==> config.mk <==
export PLATFORM = sky130hd
export DESIGN_NAME = mem_stall_ctrl_flat
export DESIGN_NICKNAME = d
export VERILOG_FILES = /design/src/rtl/mem_ctrl_pkg.sv /design/src/rtl/mem_stall_ctrl_if.sv /design/src/rtl/reg_en_ar.sv /design/src/rtl/mem_stall_ctrl.sv /design/src/flat_wrapper.sv
export SDC_FILE = /design/constraint.sdc
export NUM_CORES = 1
export LEC_CHECK = 0
export CORE_MARGIN = 8
export CORE_UTILIZATION = 45
export DETAILED_ROUTE_END_ITERATION = 12
export PLACE_DENSITY = 0.85
export SYNTH_ARGS = -nofsm -noshare
export SYNTH_HDL_FRONTEND = slang
export SYNTH_SLANG_ARGS = --single-unit
==> constraint.sdc <==
create_clock -name clk -period 3.37 [get_ports clk]
set_clock_uncertainty 0.05 [all_clocks]
set_input_delay 0.5055 -clock clk [delete_from_list [all_inputs] [get_ports clk]]
set_output_delay 0.5055 -clock clk [all_outputs]
set_load 0.01 [all_outputs]
==> src/rtl/mem_ctrl_pkg.sv <==
// Shared definitions for the MEM-stage stall controller: state encoding,
// wait counter width and the default timeout.
package mem_ctrl_pkg;

  typedef enum logic [2:0] {
    IDLE   = 3'd0,
    ACCESS = 3'd1,
    WAIT   = 3'd2,
    RESP   = 3'd3,
    ERR    = 3'd4
  } stateT;

  localparam int CNT_W           = 4;
  localparam int DEFAULT_TIMEOUT = 15;

  // Saturating increment for the wait counter.
  function automatic logic [CNT_W-1:0] satInc(input logic [CNT_W-1:0] v);
    return (v == '1) ? v : v + CNT_W'(1);
  endfunction

endpackage

==> src/rtl/mem_stall_ctrl_if.sv <==
// Bundle of the pipeline request side and the data-memory side of the
// MEM-stage stall controller.
//
// Handshake: the pipeline raises exactly one of req_rd/req_wr and must hold
// the request stable while pipe_stall=1; the request is consumed on the
// first cycle in which the controller is idle. Toward memory, a one-cycle
// strobe (mem_rd/mem_wr) starts an access; mem_done=1 completes it (and
// wins over mem_stall), mem_stall=1 alone keeps the controller waiting, and
// neither asks for the strobe to be re-issued.
interface mem_stall_ctrl_if #(
  parameter int DATA_W = 16
);
  logic              req_rd;
  logic              req_wr;
  logic [DATA_W-1:0] req_addr;
  logic [DATA_W-1:0] req_wdata;
  logic              mem_done;
  logic              mem_stall;
  logic [DATA_W-1:0] mem_rdata;
  logic              mem_rd;
  logic              mem_wr;
  logic [DATA_W-1:0] mem_addr;
  logic [DATA_W-1:0] mem_wdata;
  logic              pipe_stall;
  logic              stage_we;
  logic [DATA_W-1:0] rdata;
  logic              rdata_valid;
  logic              err;
  logic [3:0]        wait_cnt;

  // Controller side.
  modport slave (
    input  req_rd, req_wr, req_addr, req_wdata, mem_done, mem_stall, mem_rdata,
    output mem_rd, mem_wr, mem_addr, mem_wdata, pipe_stall, stage_we,
    output rdata, rdata_valid, err, wait_cnt
  );

  // Pipeline plus memory side.
  modport master (
    output req_rd, req_wr, req_addr, req_wdata, mem_done, mem_stall, mem_rdata,
    input  mem_rd, mem_wr, mem_addr, mem_wdata, pipe_stall, stage_we,
    input  rdata, rdata_valid, err, wait_cnt
  );
endinterface

==> src/rtl/reg_en_ar.sv <==
// Parameter-width register with load enable and asynchronous active-high clear.
module reg_en_ar #(
  parameter int W = 1
) (
  input  logic         clk,
  input  logic         rst,
  input  logic         en,
  input  logic [W-1:0] d,
  output logic [W-1:0] q
);

  // Load d when enabled; clear immediately on reset.
  always_ff @(posedge clk or posedge rst) begin
    if (rst) begin
      q <= '0;
    end else if (en) begin
      q <= d;
    end
  end

endmodule

==> src/rtl/mem_stall_ctrl.sv <==
// MEM-stage stall controller: takes one read or write at a time, strobes the
// data memory, stalls the pipeline until done or timeout, captures read data.
module mem_stall_ctrl
  import mem_ctrl_pkg::*;
#(
  parameter int DATA_W  = 16,
  parameter int TIMEOUT = DEFAULT_TIMEOUT  // legal 1..15
) (
  input  logic            clk,
  input  logic            rst,
  mem_stall_ctrl_if.slave bus,
  output logic [2:0]      dbgState
);

  localparam logic [CNT_W-1:0] TimeoutCnt = CNT_W'(TIMEOUT);
  localparam int               ReqW       = 2 * DATA_W + 1;

  stateT             state;
  logic [CNT_W-1:0]  waitCnt;
  logic              rdataValid;
  logic              errPulse;
  logic              reqOne;
  logic              reqBoth;
  logic              busy;
  logic              dirWr;
  logic              pipeStall;
  logic              reqCapEn;
  logic              rdCapEn;
  logic [ReqW-1:0]   reqQ;
  logic [DATA_W-1:0] rdataQ;

  assign reqOne   = bus.req_rd ^ bus.req_wr;
  assign reqBoth  = bus.req_rd & bus.req_wr;
  assign busy     = (state == ACCESS) || (state == WAIT);
  assign reqCapEn = (state == IDLE) && reqOne;
  assign rdCapEn  = busy && bus.mem_done && !dirWr;

  // Request capture: {direction (1 = write), address, write data}.
  reg_en_ar #(.W(ReqW)) uReqCap (
    .clk (clk),
    .rst (rst),
    .en  (reqCapEn),
    .d   ({bus.req_wr, bus.req_addr, bus.req_wdata}),
    .q   (reqQ)
  );

  assign dirWr = reqQ[ReqW-1];

  // Read data capture; holds until the next read completes.
  reg_en_ar #(.W(DATA_W)) uRdataCap (
    .clk (clk),
    .rst (rst),
    .en  (rdCapEn),
    .d   (bus.mem_rdata),
    .q   (rdataQ)
  );

  // Access sequencing, wait counting and the registered response pulses.
  always_ff @(posedge clk or posedge rst) begin
    if (rst) begin
      state      <= IDLE;
      waitCnt    <= '0;
      rdataValid <= 1'b0;
      errPulse   <= 1'b0;
    end else begin
      rdataValid <= 1'b0;
      errPulse   <= 1'b0;
      case (state)
        IDLE: begin
          if (reqBoth) begin
            state    <= ERR;
            errPulse <= 1'b1;
          end else if (reqOne) begin
            state <= ACCESS;
          end
        end
        ACCESS, WAIT: begin
          waitCnt <= satInc(waitCnt);
          if (bus.mem_done) begin
            state      <= RESP;
            rdataValid <= !dirWr;
          end else if (waitCnt == TimeoutCnt) begin
            state    <= ERR;
            errPulse <= 1'b1;
          end else if (state == ACCESS) begin
            state <= WAIT;
          end else if (!bus.mem_stall) begin
            state <= ACCESS;
          end
        end
        RESP, ERR: begin
          state   <= IDLE;
          waitCnt <= '0;
        end
        default: begin
          state   <= IDLE;
          waitCnt <= '0;
        end
      endcase
    end
  end

  // Stall is raised in the request cycle itself and held through the access.
  assign pipeStall = (state == IDLE) ? reqOne : busy;

  assign bus.pipe_stall  = pipeStall;
  assign bus.stage_we    = ~pipeStall;
  assign bus.mem_rd      = (state == ACCESS) && !dirWr;
  assign bus.mem_wr      = (state == ACCESS) && dirWr;
  assign bus.mem_addr    = reqQ[2*DATA_W-1:DATA_W];
  assign bus.mem_wdata   = reqQ[DATA_W-1:0];
  assign bus.rdata       = rdataQ;
  assign bus.rdata_valid = rdataValid;
  assign bus.err         = errPulse;
  assign bus.wait_cnt    = waitCnt;
  assign dbgState        = state;

endmodule

==> src/flat_wrapper.sv <==
// flat-port wrapper written by rule: the top's interface ports become plain ports
module mem_stall_ctrl_flat import mem_ctrl_pkg::*;
#(
  parameter int DATA_W  = 16,
  parameter int TIMEOUT = DEFAULT_TIMEOUT                
)
  (clk, rst, dbgState, bus_req_rd, bus_req_wr, bus_req_addr, bus_req_wdata, bus_mem_done, bus_mem_stall, bus_mem_rdata, bus_mem_rd, bus_mem_wr, bus_mem_addr, bus_mem_wdata, bus_pipe_stall, bus_stage_we, bus_rdata, bus_rdata_valid, bus_err, bus_wait_cnt);
  mem_stall_ctrl_if #(.DATA_W(DATA_W)) bus_i ();
  input  logic clk;
  input  logic rst;
  output logic [2:0] dbgState;
  input wire logic [$bits(bus_i.req_rd)-1:0] bus_req_rd;
  input wire logic [$bits(bus_i.req_wr)-1:0] bus_req_wr;
  input wire logic [$bits(bus_i.req_addr)-1:0] bus_req_addr;
  input wire logic [$bits(bus_i.req_wdata)-1:0] bus_req_wdata;
  input wire logic [$bits(bus_i.mem_done)-1:0] bus_mem_done;
  input wire logic [$bits(bus_i.mem_stall)-1:0] bus_mem_stall;
  input wire logic [$bits(bus_i.mem_rdata)-1:0] bus_mem_rdata;
  output wire logic [$bits(bus_i.mem_rd)-1:0] bus_mem_rd;
  output wire logic [$bits(bus_i.mem_wr)-1:0] bus_mem_wr;
  output wire logic [$bits(bus_i.mem_addr)-1:0] bus_mem_addr;
  output wire logic [$bits(bus_i.mem_wdata)-1:0] bus_mem_wdata;
  output wire logic [$bits(bus_i.pipe_stall)-1:0] bus_pipe_stall;
  output wire logic [$bits(bus_i.stage_we)-1:0] bus_stage_we;
  output wire logic [$bits(bus_i.rdata)-1:0] bus_rdata;
  output wire logic [$bits(bus_i.rdata_valid)-1:0] bus_rdata_valid;
  output wire logic [$bits(bus_i.err)-1:0] bus_err;
  output wire logic [$bits(bus_i.wait_cnt)-1:0] bus_wait_cnt;
  assign bus_i.req_rd = bus_req_rd;
  assign bus_i.req_wr = bus_req_wr;
  assign bus_i.req_addr = bus_req_addr;
  assign bus_i.req_wdata = bus_req_wdata;
  assign bus_i.mem_done = bus_mem_done;
  assign bus_i.mem_stall = bus_mem_stall;
  assign bus_i.mem_rdata = bus_mem_rdata;
  assign bus_mem_rd = bus_i.mem_rd;
  assign bus_mem_wr = bus_i.mem_wr;
  assign bus_mem_addr = bus_i.mem_addr;
  assign bus_mem_wdata = bus_i.mem_wdata;
  assign bus_pipe_stall = bus_i.pipe_stall;
  assign bus_stage_we = bus_i.stage_we;
  assign bus_rdata = bus_i.rdata;
  assign bus_rdata_valid = bus_i.rdata_valid;
  assign bus_err = bus_i.err;
  assign bus_wait_cnt = bus_i.wait_cnt;
  mem_stall_ctrl #(.DATA_W(DATA_W), .TIMEOUT(TIMEOUT)) u_core (.clk(clk), .rst(rst), .bus(bus_i), .dbgState(dbgState));
endmodule
### Yosys cells after proc, flatten, opt, wreduce, memory -nomap -nowiden

Cells that the tools add are included.

| operators by class | value |
|---|---|
| $add $sub $neg | 1 |
| eq/ne operators | 6 |
| muxes and demuxes | 16 |
| bitwise logic cells | 4 |
| reductions and logical operators | 11 |

Operators by type and width:

| operator | number |
|---|---|
| $mux 3 | 6 |
| $pmux 4 s2 | 1 |
| $mux 1 | 6 |
| $pmux 3 s2 | 1 |
| $logic_and 1x1->1 | 5 |
| $ne 5x3->1 const B | 1 |
| $add 4x1->4 const B | 1 |
| $eq 4x4->1 const B | 1 |
| $mux 4 | 1 |
| $reduce_and 2->1 | 2 |
| $eq 3x1->1 const B | 1 |
| $eq 3x2->1 const B | 1 |
| $logic_not 3->1 | 1 |
| $ne 3x1->1 const B | 1 |
| $ne 2x2->1 const B | 1 |
| $not 1->1 | 2 |
| $pmux 1 s2 | 1 |
| $reduce_or 2->1 | 1 |
| $and 1x1->1 | 1 |
| $logic_not 1->1 | 1 |
| $logic_or 1x1->1 | 1 |
| $xor 1x1->1 | 1 |

| word-level totals | value |
|---|---|
| register bits after elaboration | 58 |
| bits of input ports | 54 |
| output and inout port bits | 61 |
| word-level logic and storage cells | 44 |

### Longest topological paths before layout

Gate-level depths: netlist of run 1.

| logic depth | value |
|---|---|
| word-level depth | 5 |
| mapped depth | 5 |

### Hierarchy

Synthesis of run 1 repeated with hierarchy kept, for this count alone.

| unflattened totals | value |
|---|---|
| cells, all modules | 166 |
| area, all modules | 2603.7 um2 |

By module, submodules not included:

| module | times used | cells each | area an instance (um2) |
|---|---|---|---|
| reg_en_ar (u_core.uReqCap) | 1 | 71 | 1385.1 |
| reg_en_ar (u_core.uRdataCap) | 1 | 35 | 653.1 |
| mem_stall_ctrl | 1 | 60 | 565.5 |

### Worst setup path before layout of run 1

No wires, ideal clock.

| timing | value |
|---|---|
| kind | input-to-reg |
| from | in bus_req_wr |
| to | reg u_core.uReqCap.q[11] |
| setup time | 125 ps |
| data arrival time | 1703 ps |
| required time | 3195 ps |
| setup slack | 1493 ps |
| stages on the path | 4 |
| cell sequence | ha_1 > nor4b_4 > buf_2 > mux2_2 |

| on the way | value |
|---|---|
| word-level cells in the longest chain between the ends | 2 |

RTL lines:

| element | line | RTL |
|---|---|---|
| from (decl) | flat_wrapper.sv:13 | `input wire logic [$bits(bus_i.req_wr)-1:0] bus_req_wr;` |
| $xor 1x1->1 | mem_stall_ctrl.sv:32 | `assign reqOne = bus.req_rd ^ bus.req_wr;` |
| $logic_and 1x1->1 | mem_stall_ctrl.sv:35 | `assign reqCapEn = (state == IDLE) && reqOne;` |
| to (signal assigned) | reg_en_ar.sv:15 | `q <= '0;` |
| to (signal assigned) | reg_en_ar.sv:17 | `q <= d;` |
| to (decl) | reg_en_ar.sv:9 | `output logic [W-1:0] q` |

Every way passes these cells.
A chain may end at the register's enable or synchronous reset.

### Worst setup path in the final report of run 1

| timing | value |
|---|---|
| from | in bus_req_wr |
| to | out bus_stage_we |

| on the way | value |
|---|---|
| word-level cells in the longest chain between the ends | 3 |

RTL lines:

| element | line | RTL |
|---|---|---|
| $xor 1x1->1 | mem_stall_ctrl.sv:32 |  |
| $mux 1 | mem_stall_ctrl.sv:104 | `assign pipeStall = (state == IDLE) ? reqOne : busy;` |
| $not 1->1 | mem_stall_ctrl.sv:107 | `assign bus.stage_we = ~pipeStall;` |
| to (decl) | flat_wrapper.sv:24 | `output wire logic [$bits(bus_i.stage_we)-1:0] bus_stage_we;` |

Every way passes these cells.

==> results.yml, run 1 <==
run_status:
  status: "finished clean"
drt:
  postRouteAntennaNets: 0
  vias: 1779
  first_pass_iters: 4
  drc_errors: 0
  wl_per_cell_um: 17.3
  drt-total-wl_um: 6180
  first_iter_violations: 39
  avgViaCountPerCell: 4.97
cts:
  ctsResizeCount: 0
  insertion_delay_ns: 0.32
  htree_levels: 3
  holdBufCountCts: 0
  cts-root-buf: "clkbuf_8"
  cts-buffers-inserted: 9
  postCtsSetupRepairBufs: 0
  cts_tree: "yes"
  cts_sinks: 58
  cts_buffer_depth: 2
  clkTransAtPathRegs_ns: 0.07
pwr:
  power_density_mw_per_mm2: 952
  peakVddDrop_mv: 0.579
  leakage_nw: 1.57
critical_path:
  cp_max_fo: 3
  critical_path_class: "in2out"
  r2r-start: "u_core.dbgState[1]"
  startpoint_type: "primary input"
  endpoint_kind: "primary output"
  cp-startpoint: "bus_req_wr"
  rrSetupSlack_ns: 1.49
  arrival_ns: 2.14
  worstPathRequired_ns: 2.81
synth:
  yosysUniqueCellTypes: 34
  synth_area_per_cell_um2: 13.6
  yosysSeqAreaShare_pct: 55.7
  synth-warning-count: 0
  yosysTopAreaCell: "dfrtp_1"
  synth_area_leaders: "dfrtp_1 (56%), mux2_2 (20%), buf_4 (9.2%)"
  ys_seq_elements: 58
  synth_cells: 191
  synth_area_mm2: 0.00260
  synth_top_cell_area_share_pct: 55.7
  syn_nets: 247
floorplanning:
  die_area_mm2: 0.00848
  fp.dieW_um: 92.1
  row_count: 27
  coreArea_mm2: 0.00554
  die_h_um: 92.1
  start_util_pct: 47.0
  ios: 115
finish:
  final_nets: 337
  diodes: 0
  drive_gt1_share_pct: 24.5
  final_cell_mix: "clkdlybuf4s50_1 (114), dfrtp_1 (58), mux2_2 (47)"
  syn_to_final_growth_pct: 45.4
  post-route-util_pct: 68.3
  final_common_cell: "clkdlybuf4s50_1"
  n_fill_cell: 409
global_routing:
  track_usage_pct: 15.1
  grt-busiest-layer: "met2"
  grt_util_met2_pct: 23.7
  met3_usage_pct: 9.21
  gr-total-overflow: 0
  grt_pass1_vias: 2000
  grt_max_degree: 23
  grt_pass1_wl_um: 10300
  grt_antenna_before_repair: 0
  met1_usage_pct: 16.2
job:
  cap_violations: 0
sta:
  finalSetupTns_ns: 0
  hold_viol_final: 0
  maxSlewViolCount: 0
  max_freq_mhz: 371
  worst_pin_slew_ns: 0.536
  min_period_ns: 2.70
  setup_violations: 0
  fin_crit_sh_pct: 80.1
  max-slew-margin-rel_pct: 64.3
  rsz0062_at_grt: "no"
placed_design:
  dp_hpwl_um: 4660
  place.gp.congestion: 0.828
  port_buffers: 114
hold_path:
  hp-class: "in2async"
==> power by group <==
group	leakage (nW)	switching [W]	internal, W
logic	0.770	0.000622	0.00107
registers	0.697	0.000241	0.00104
clock network	0.101	0.000253	0.000382
total	1.57	0.00112	0.00249
==> cell type report <==
class | count | area [um2] | share of cell area (%)
sequential | 58 | 1450 | 38.3
multi-input combinational | 89 | 853 | 22.5
clock inverter | 2 | 35.0 | 0.925
inverter | 4 | 15.0 | 0.397
clock buffer | 14 | 163 | 4.30
timing repair buffer | 119 | 1180 | 31.1
tap | 72 | 90.1 | 2.38
==> path summary, 6_finish.rpt <==
| check | endpoint | cells after the start |
|---|---|---|
| max in group asynchronous | u_core.uReqCap.q[19] | 3 |
| worst min register to register | u_core.uReqCap.q[10] | 1 |
| worst max-delay path | bus_stage_we | 5 |
| worst max register to register | u_core.uRdataCap.q[14] | 4 |
| min in group clk | u_core.uReqCap.q[10] | 1 |
| worst min-delay path | u_core.uReqCap.q[12] | 2 |
==> per-layer routing <==
layer,up-vias,part of all wire [%]
li1,821,-
met1,870,39
met2,80,47
met3,8,13
met4,0,1.3
met5,-,0
==> through the flow <==
stage | hold WS, ns | setup slack (ns) | power (W) | instance area, um2 | cells
final | 0.426 | 0.672 | 0.00361 | 3790 | 358
after global routing | 0.458 | 0.565 | 0.00384 | 3790 | 358
after CTS | 0.423 | 0.698 | 0.00367 | 3790 | 358
after detailed placement | 0.426 | 0.722 | 0.00300 | 3590 | 342
after global placement | 0.421 | 0.715 | 0.00295 | 3590 | 342
after floorplan | 0.409 | 1.39 | 0.00233 | 2600 | 191
==> sequential cells by signal, summed over array words and instances (netlist names) <==
| register | cells |
|---|---|
| u_core.uReqCap.q | 33 |
| u_core.uRdataCap.q | 16 |
| u_core.bus.wait_cnt | 4 |
| u_core.dbgState | 3 |
| u_core.bus.err | 1 |
| u_core.bus.rdata_valid | 1 |
==> worst max-delay path: stages <==
cell and delay [ns]:
clkdlybuf4s50_1 0.45, ha_1 0.36, nor2_1 0.08, or2_2 0.27, clkdlybuf4s50_1 0.48
==> synth_stat cells <==
| cell | number |
|---|---|
| o21ai_0 | 3 |
| nand3_1 | 2 |
| inv_1 | 4 |
| a2111oi_0 | 2 |
| o21a_1 | 1 |
| dfrtp_1 | 58 |
| nor2_1 | 5 |
| ha_1 | 2 |
| buf_6 | 1 |
| clkbuf_2 | 1 |
| a41oi_1 | 1 |
| or3_1 | 1 |
| nor4_1 | 1 |
| o31a_1 | 1 |
| o2111ai_1 | 1 |
| mux2_1 | 2 |
| or2_2 | 2 |
| nand2b_1 | 1 |
| and3_1 | 1 |
| nor4_4 | 1 |
| xnor2_1 | 1 |
| a21oi_1 | 4 |
| o32a_1 | 2 |
| nor4b_4 | 1 |
| buf_2 | 4 |
| buf_4 | 32 |
| nor4b_1 | 1 |
| clkbuf_1 | 2 |
| nor2b_1 | 1 |
| a21o_1 | 1 |
| mux2_2 | 47 |
| a221oi_1 | 1 |
| nor3_1 | 2 |
| and3b_1 | 1 |
==> cells by family after synthesis <==
family	Yosys count	synth area share, %
compound gates	17	4.71
xor+xnor	1	0.336
fa+ha+maj	2	0.961
buf+inv	44	11.5
flops	58	55.7
mux	49	21.2
simple gates	20	5.58
Power figures use the tool's default switching activity.
==> inputs of run 2 (changes only) <==
CORE_UTILIZATION = 42   (was 45)
PLACE_DENSITY = 0.8   (was 0.85)
clock period = 2.64 ns   (was 3.37 ns; I/O delays follow)
==> run 2 against run 1 <==
Against the previous run:
- sequential power rose by 25%
- utilization decreased by 4.8 points
- non-clock buffer count stayed put
- critical path depth is 1 lower
- largest power group unchanged
- highest routed layer unchanged
==> results.yml, run 2 (same netlist as run 1, synthesis figures left out) <==
drt:
  avgViaCountPerCell: 4.88
  vias: 1761
  first_pass_iters: 4
  first_iter_violations: 67
  postRouteAntennaNets: 0
  wl_per_cell_um: 16.4
  drt-total-wl_um: 5920
  drc_errors: 0
sta:
  finalSetupTns_ns: 0
  hold_ws_ns: 0.433
  rsz0062_at_grt: "no"
  fin_ws_ns: 0.130
  fin_crit_sh_pct: 95.1
  hold_viol_final: 0
  max_freq_mhz: 398
  max-slew-margin-rel_pct: 57.6
  worst_pin_slew_ns: 0.635
  min_period_ns: 2.51
  maxSlewViolCount: 0
  setup_violations: 0
critical_path:
  max_stage_delay_ns: 0.54
  crit_chain: "or2_2 -> nor2_1 -> or2_2 -> clkdlybuf4s50_1"
  slowest_stage: "dfrtp_1"
  endpoint_kind: "primary output"
  cpMostUsedCell: "or2_2"
  critical_path_class: "reg2out"
  startpoint_type: "flip-flop"
  cp_max_fo: 13
  worstPathRequired_ns: 2.19
  arrival_ns: 2.06
cts:
  cts-buffers-inserted: 9
  postCtsSetupRepairBufs: 0
  cts-root-buf: "clkbuf_8"
  htree_levels: 3
  insertion_delay_ns: 0.32
  cts_tree: "yes"
  cts_buffer_depth: 2
  cts_sinks: 58
  clkTransAtPathRegs_ns: 0.06
  holdBufCountCts: 0
  ctsResizeCount: 0
global_routing:
  grt_pass1_vias: 1972
  grt_pass1_wl_um: 9610
  track_usage_pct: 13.8
  grt_max_degree: 31
  grt_antenna_before_repair: 0
  gr-total-overflow: 0
finish:
  final_area_mm2: 0.00378
  final_cell_mix: "clkdlybuf4s50_1 (114), dfrtp_1 (58), mux2_2 (47)"
  drive_gt1_share_pct: 24.1
  n_fill_cell: 480
  final_nets: 337
  largest_reg_flops: 33
  syn_to_final_growth_pct: 45.3
  largest-register: "u_core.uReqCap.q"
  diodes: 0
  final_common_cell: "clkdlybuf4s50_1"
floorplanning:
  row_count: 28
  coreArea_mm2: 0.00596
  die_h_um: 94.7
  ios: 115
  die_area_mm2: 0.00897
  start_util_pct: 43.7
  fp.dieW_um: 94.7
placed_design:
  port_buffers: 114
  dp_slack_ns: 0.168
  dp_hpwl_um: 4540
  postPlaceCellArea_mm2: 0.00360
  place.gp.congestion: 0.777
pwr:
  leakage_nw: 1.56
  power_density_mw_per_mm2: 1200
  total_power_w: 0.00453
  peakVddDrop_mv: 0.619
job:
  cap_violations: 0
hold_path:
  hp-class: "in2async"
run_status:
  status: "finished clean"
[run 2: final timing paths]
| check | startpoint | end | slack [ns] | cells past startpoint |
|---|---|---|---|---|
| min in group clk | u_core.uReqCap.q[10] | u_core.uReqCap.q[10] | 0.43 | 1 |
| max in group asynchronous | rst | u_core.uReqCap.q[8] | 1.52 | 3 |
| setup / recovery | u_core.dbgState[0] | bus_stage_we | 0.13 | 4 |
| hold reg to reg | u_core.uReqCap.q[10] | u_core.uReqCap.q[10] | 0.43 | 1 |
| hold / removal | rst | u_core.uReqCap.q[27] | 0.43 | 2 |
| setup reg to reg | u_core.dbgState[0] | u_core.uRdataCap.q[3] | 0.79 | 4 |
[run 2: area by class of cell]
cell class / count / area [um2] / share of cell area [%]
multi-input cells: 89 / 853 / 22.6
well taps: 75 / 93.8 / 2.48
clock buffers: 13 / 139 / 3.67
repair buffers: 119 / 1190 / 31.5
flip-flops and latches: 58 / 1450 / 38.4
clock inverters: 3 / 40.0 / 1.06
inverters: 4 / 15.0 / 0.397
[run 2: metrics by stage]
stage | utilization, % | instances
floorplan | - | 191
global placement | 60.5 | 345
detailed placement | 60.5 | 345
CTS | 63.5 | 361
global route | 63.5 | 361
finish | 63.5 | 361
[run 2: critical path: cells and delay by family (launching register included)]
family                 cells  cell delay (ns)
buffers and inverters      1             0.52
AND/OR/NAND/NOR            3             0.68
flip-flops                 1             0.54
[run 2: power breakdown]
group | switching (W) | leakage [nW] | internal (W)
Sequential | 0.000267 | 0.697 | 0.00133
Combinational | 0.000814 | 0.775 | 0.00137
Clock | 0.000318 | 0.0914 | 0.000434
Total | 0.00140 | 1.56 | 0.00314
[run 2: per-layer routing]
metal / vias up / global-route usage (%) / routed length (um)
met4: 0 / 7.41 / 104
met2: 76 / 22.4 / 2780
met5: - / 0 / 0
met3: 9 / 6.83 / 690
met1: 854 / 14.6 / 2350
li1: 822 / - / -
==> inputs of run 3 (changes only) <==
CORE_MARGIN = unset   (was 8)
==> run 3 against run 2 <==
Against the previous run:
- fmax rose by 0.61%
- sequential share of layout area rose by 0.089 points
- total power fell by 1.6%
- die area fell by 27%
==> results.yml, run 3 (same netlist as run 1, synthesis figures left out) <==
cts:
  clkTransAtPathRegs_ns: 0.06
  cts-root-buf: "clkbuf_8"
  insertion_delay_ns: 0.32
  holdBufCountCts: 0
  cts_buffer_depth: 2
  postCtsSetupRepairBufs: 0
  cts-buffers-inserted: 9
  ctsResizeCount: 0
  cts_sinks: 58
  cts_tree: "yes"
  htree_levels: 3
critical_path:
  cp_max_fo: 13
  critPathTopFamily: "simple AND/OR/NAND/NOR gates"
  crit_chain: "or2_2 -> nor2_1 -> or2_2 -> clkdlybuf4s50_1"
  cpMostUsedCell: "or2_2"
  crit_buf_inv: 1
  max_stage_delay_ns: 0.54
  arrival_ns: 2.05
  rrSetupSlack_ns: 0.82
  worstPathRequired_ns: 2.19
  slowest_stage: "dfrtp_1"
  endpoint_kind: "primary output"
  startpoint_type: "flip-flop"
  critical_path_class: "reg2out"
pwr:
  peakVddDrop_mv: 0.576
  power_density_mw_per_mm2: 1180
  leakage_nw: 1.56
  total_power_w: 0.00446
run_status:
  status: "finished clean"
floorplanning:
  ios: 115
  fp.dieW_um: 80.7
  coreArea_mm2: 0.00596
  die_h_um: 80.7
  start_util_pct: 43.7
  row_count: 28
  die_area_mm2: 0.00652
drt:
  vias: 1761
  first_pass_iters: 4
  top_layer_used: "met4"
  wl_per_cell_um: 14.1
  avgViaCountPerCell: 4.89
  m1WireLength_um: 2170
  wl_met3_um: 419
  drt-total-wl_um: 5060
  wl_met2_um: 2380
  postRouteAntennaNets: 0
  drc_errors: 0
  first_iter_violations: 50
global_routing:
  grt_pass1_wl_um: 8010
  grt_max_degree: 34
  grt_pass1_vias: 1768
  track_usage_pct: 16.4
  gr-total-overflow: 0
  grt_antenna_before_repair: 0
sta:
  max-slew-margin-rel_pct: 66.9
  hold_viol_final: 0
  setup_violations: 0
  maxSlewViolCount: 0
  max_freq_mhz: 401
  fin_crit_sh_pct: 94.5
  rsz0062_at_grt: "no"
  min_period_ns: 2.49
  worst_pin_slew_ns: 0.496
  finalSetupTns_ns: 0
placed_design:
  dp.cells: 345
  dp_hpwl_um: 3680
  port_buffers: 114
  place.gp.congestion: 0.781
finish:
  instances_no_fill: 360
  final_common_cell: "clkdlybuf4s50_1"
  final_nets: 337
  largest-register: "u_core.uReqCap.q"
  largest_reg_flops: 33
  syn_to_final_growth_pct: 45.0
  n_fill_cell: 474
  drive_gt1_share_pct: 24.9
  final_cell_mix: "clkdlybuf4s50_1 (114), dfrtp_1 (58), mux2_2 (47)"
  diodes: 0
hold_path:
  hp-class: "in2async"
job:
  cap_violations: 0
[run 3: changes by cell type in the layout (fill, tap and decap cells not counted), sizes merged]
cell,change
bufinv,-1
clkbuf,-1
clkinv,+1
[run 3: per-stage QoR]
step / area (um2) / util, % / hold WS [ns] / worst slack [ns]
2_1_floorplan: 2600 / - / 0.409 / 0.766
3_3_place_gp: 3600 / 60.5 / 0.418 / 0.199
3_5_place_dp: 3600 / 60.5 / 0.430 / 0.184
4_1_cts: 3770 / 63.4 / 0.237 / 0.131
5_1_grt: 3770 / 63.4 / 0.256 / 0.0577
6_report: 3770 / 63.4 / 0.248 / 0.145
[run 3: layout make-up]
cell class	count	area [um2]	share of cell area, %
flip-flops and latches	58	1450	38.4
clock buffers	12	155	4.11
clock inverters	3	15.0	0.398
well taps	75	93.8	2.49
repair buffers	119	1190	31.6
inverters	4	15.0	0.398
multi-input cells	89	853	22.6
[run 3: worst register-to-register path, stage by stage (launching register included)]
cell	delay [ns]
dfrtp_1	0.63
xnor2_1	0.23
nor4_4	0.16
buf_4	0.27
mux2_2	0.37
[run 3: path summary, 6_finish.rpt]
| path | start | end | cells past startpoint |
|---|---|---|---|
| setup / recovery | u_core.dbgState[0] | bus_stage_we | 4 |
| hold / removal | rst | u_core.uReqCap.q[26] | 2 |
| setup reg to reg | u_core.dbgState[0] | u_core.uRdataCap.q[12] | 4 |
| hold reg to reg | u_core.uReqCap.q[10] | u_core.uReqCap.q[10] | 1 |
| max in group asynchronous | rst | u_core.uRdataCap.q[14] | 3 |
| min in group clk | u_core.uReqCap.q[10] | u_core.uReqCap.q[10] | 1 |
[run 3: power breakdown]
part | internal (W) | total (W) | leakage (nW) | switching [W]
Sequential | 0.00133 | 0.00160 | 0.697 | 0.000272
Clock | 0.000382 | 0.000700 | 0.0920 | 0.000318
Combinational | 0.00138 | 0.00216 | 0.773 | 0.000783
[run 3: layer usage]
layer | vias up | GRT usage [%]
met4 | 0 | 8.04
met2 | 78 | 26.7
met1 | 849 | 19.6
li1 | 824 | -
met3 | 10 | 5.17
met5 | - | 0
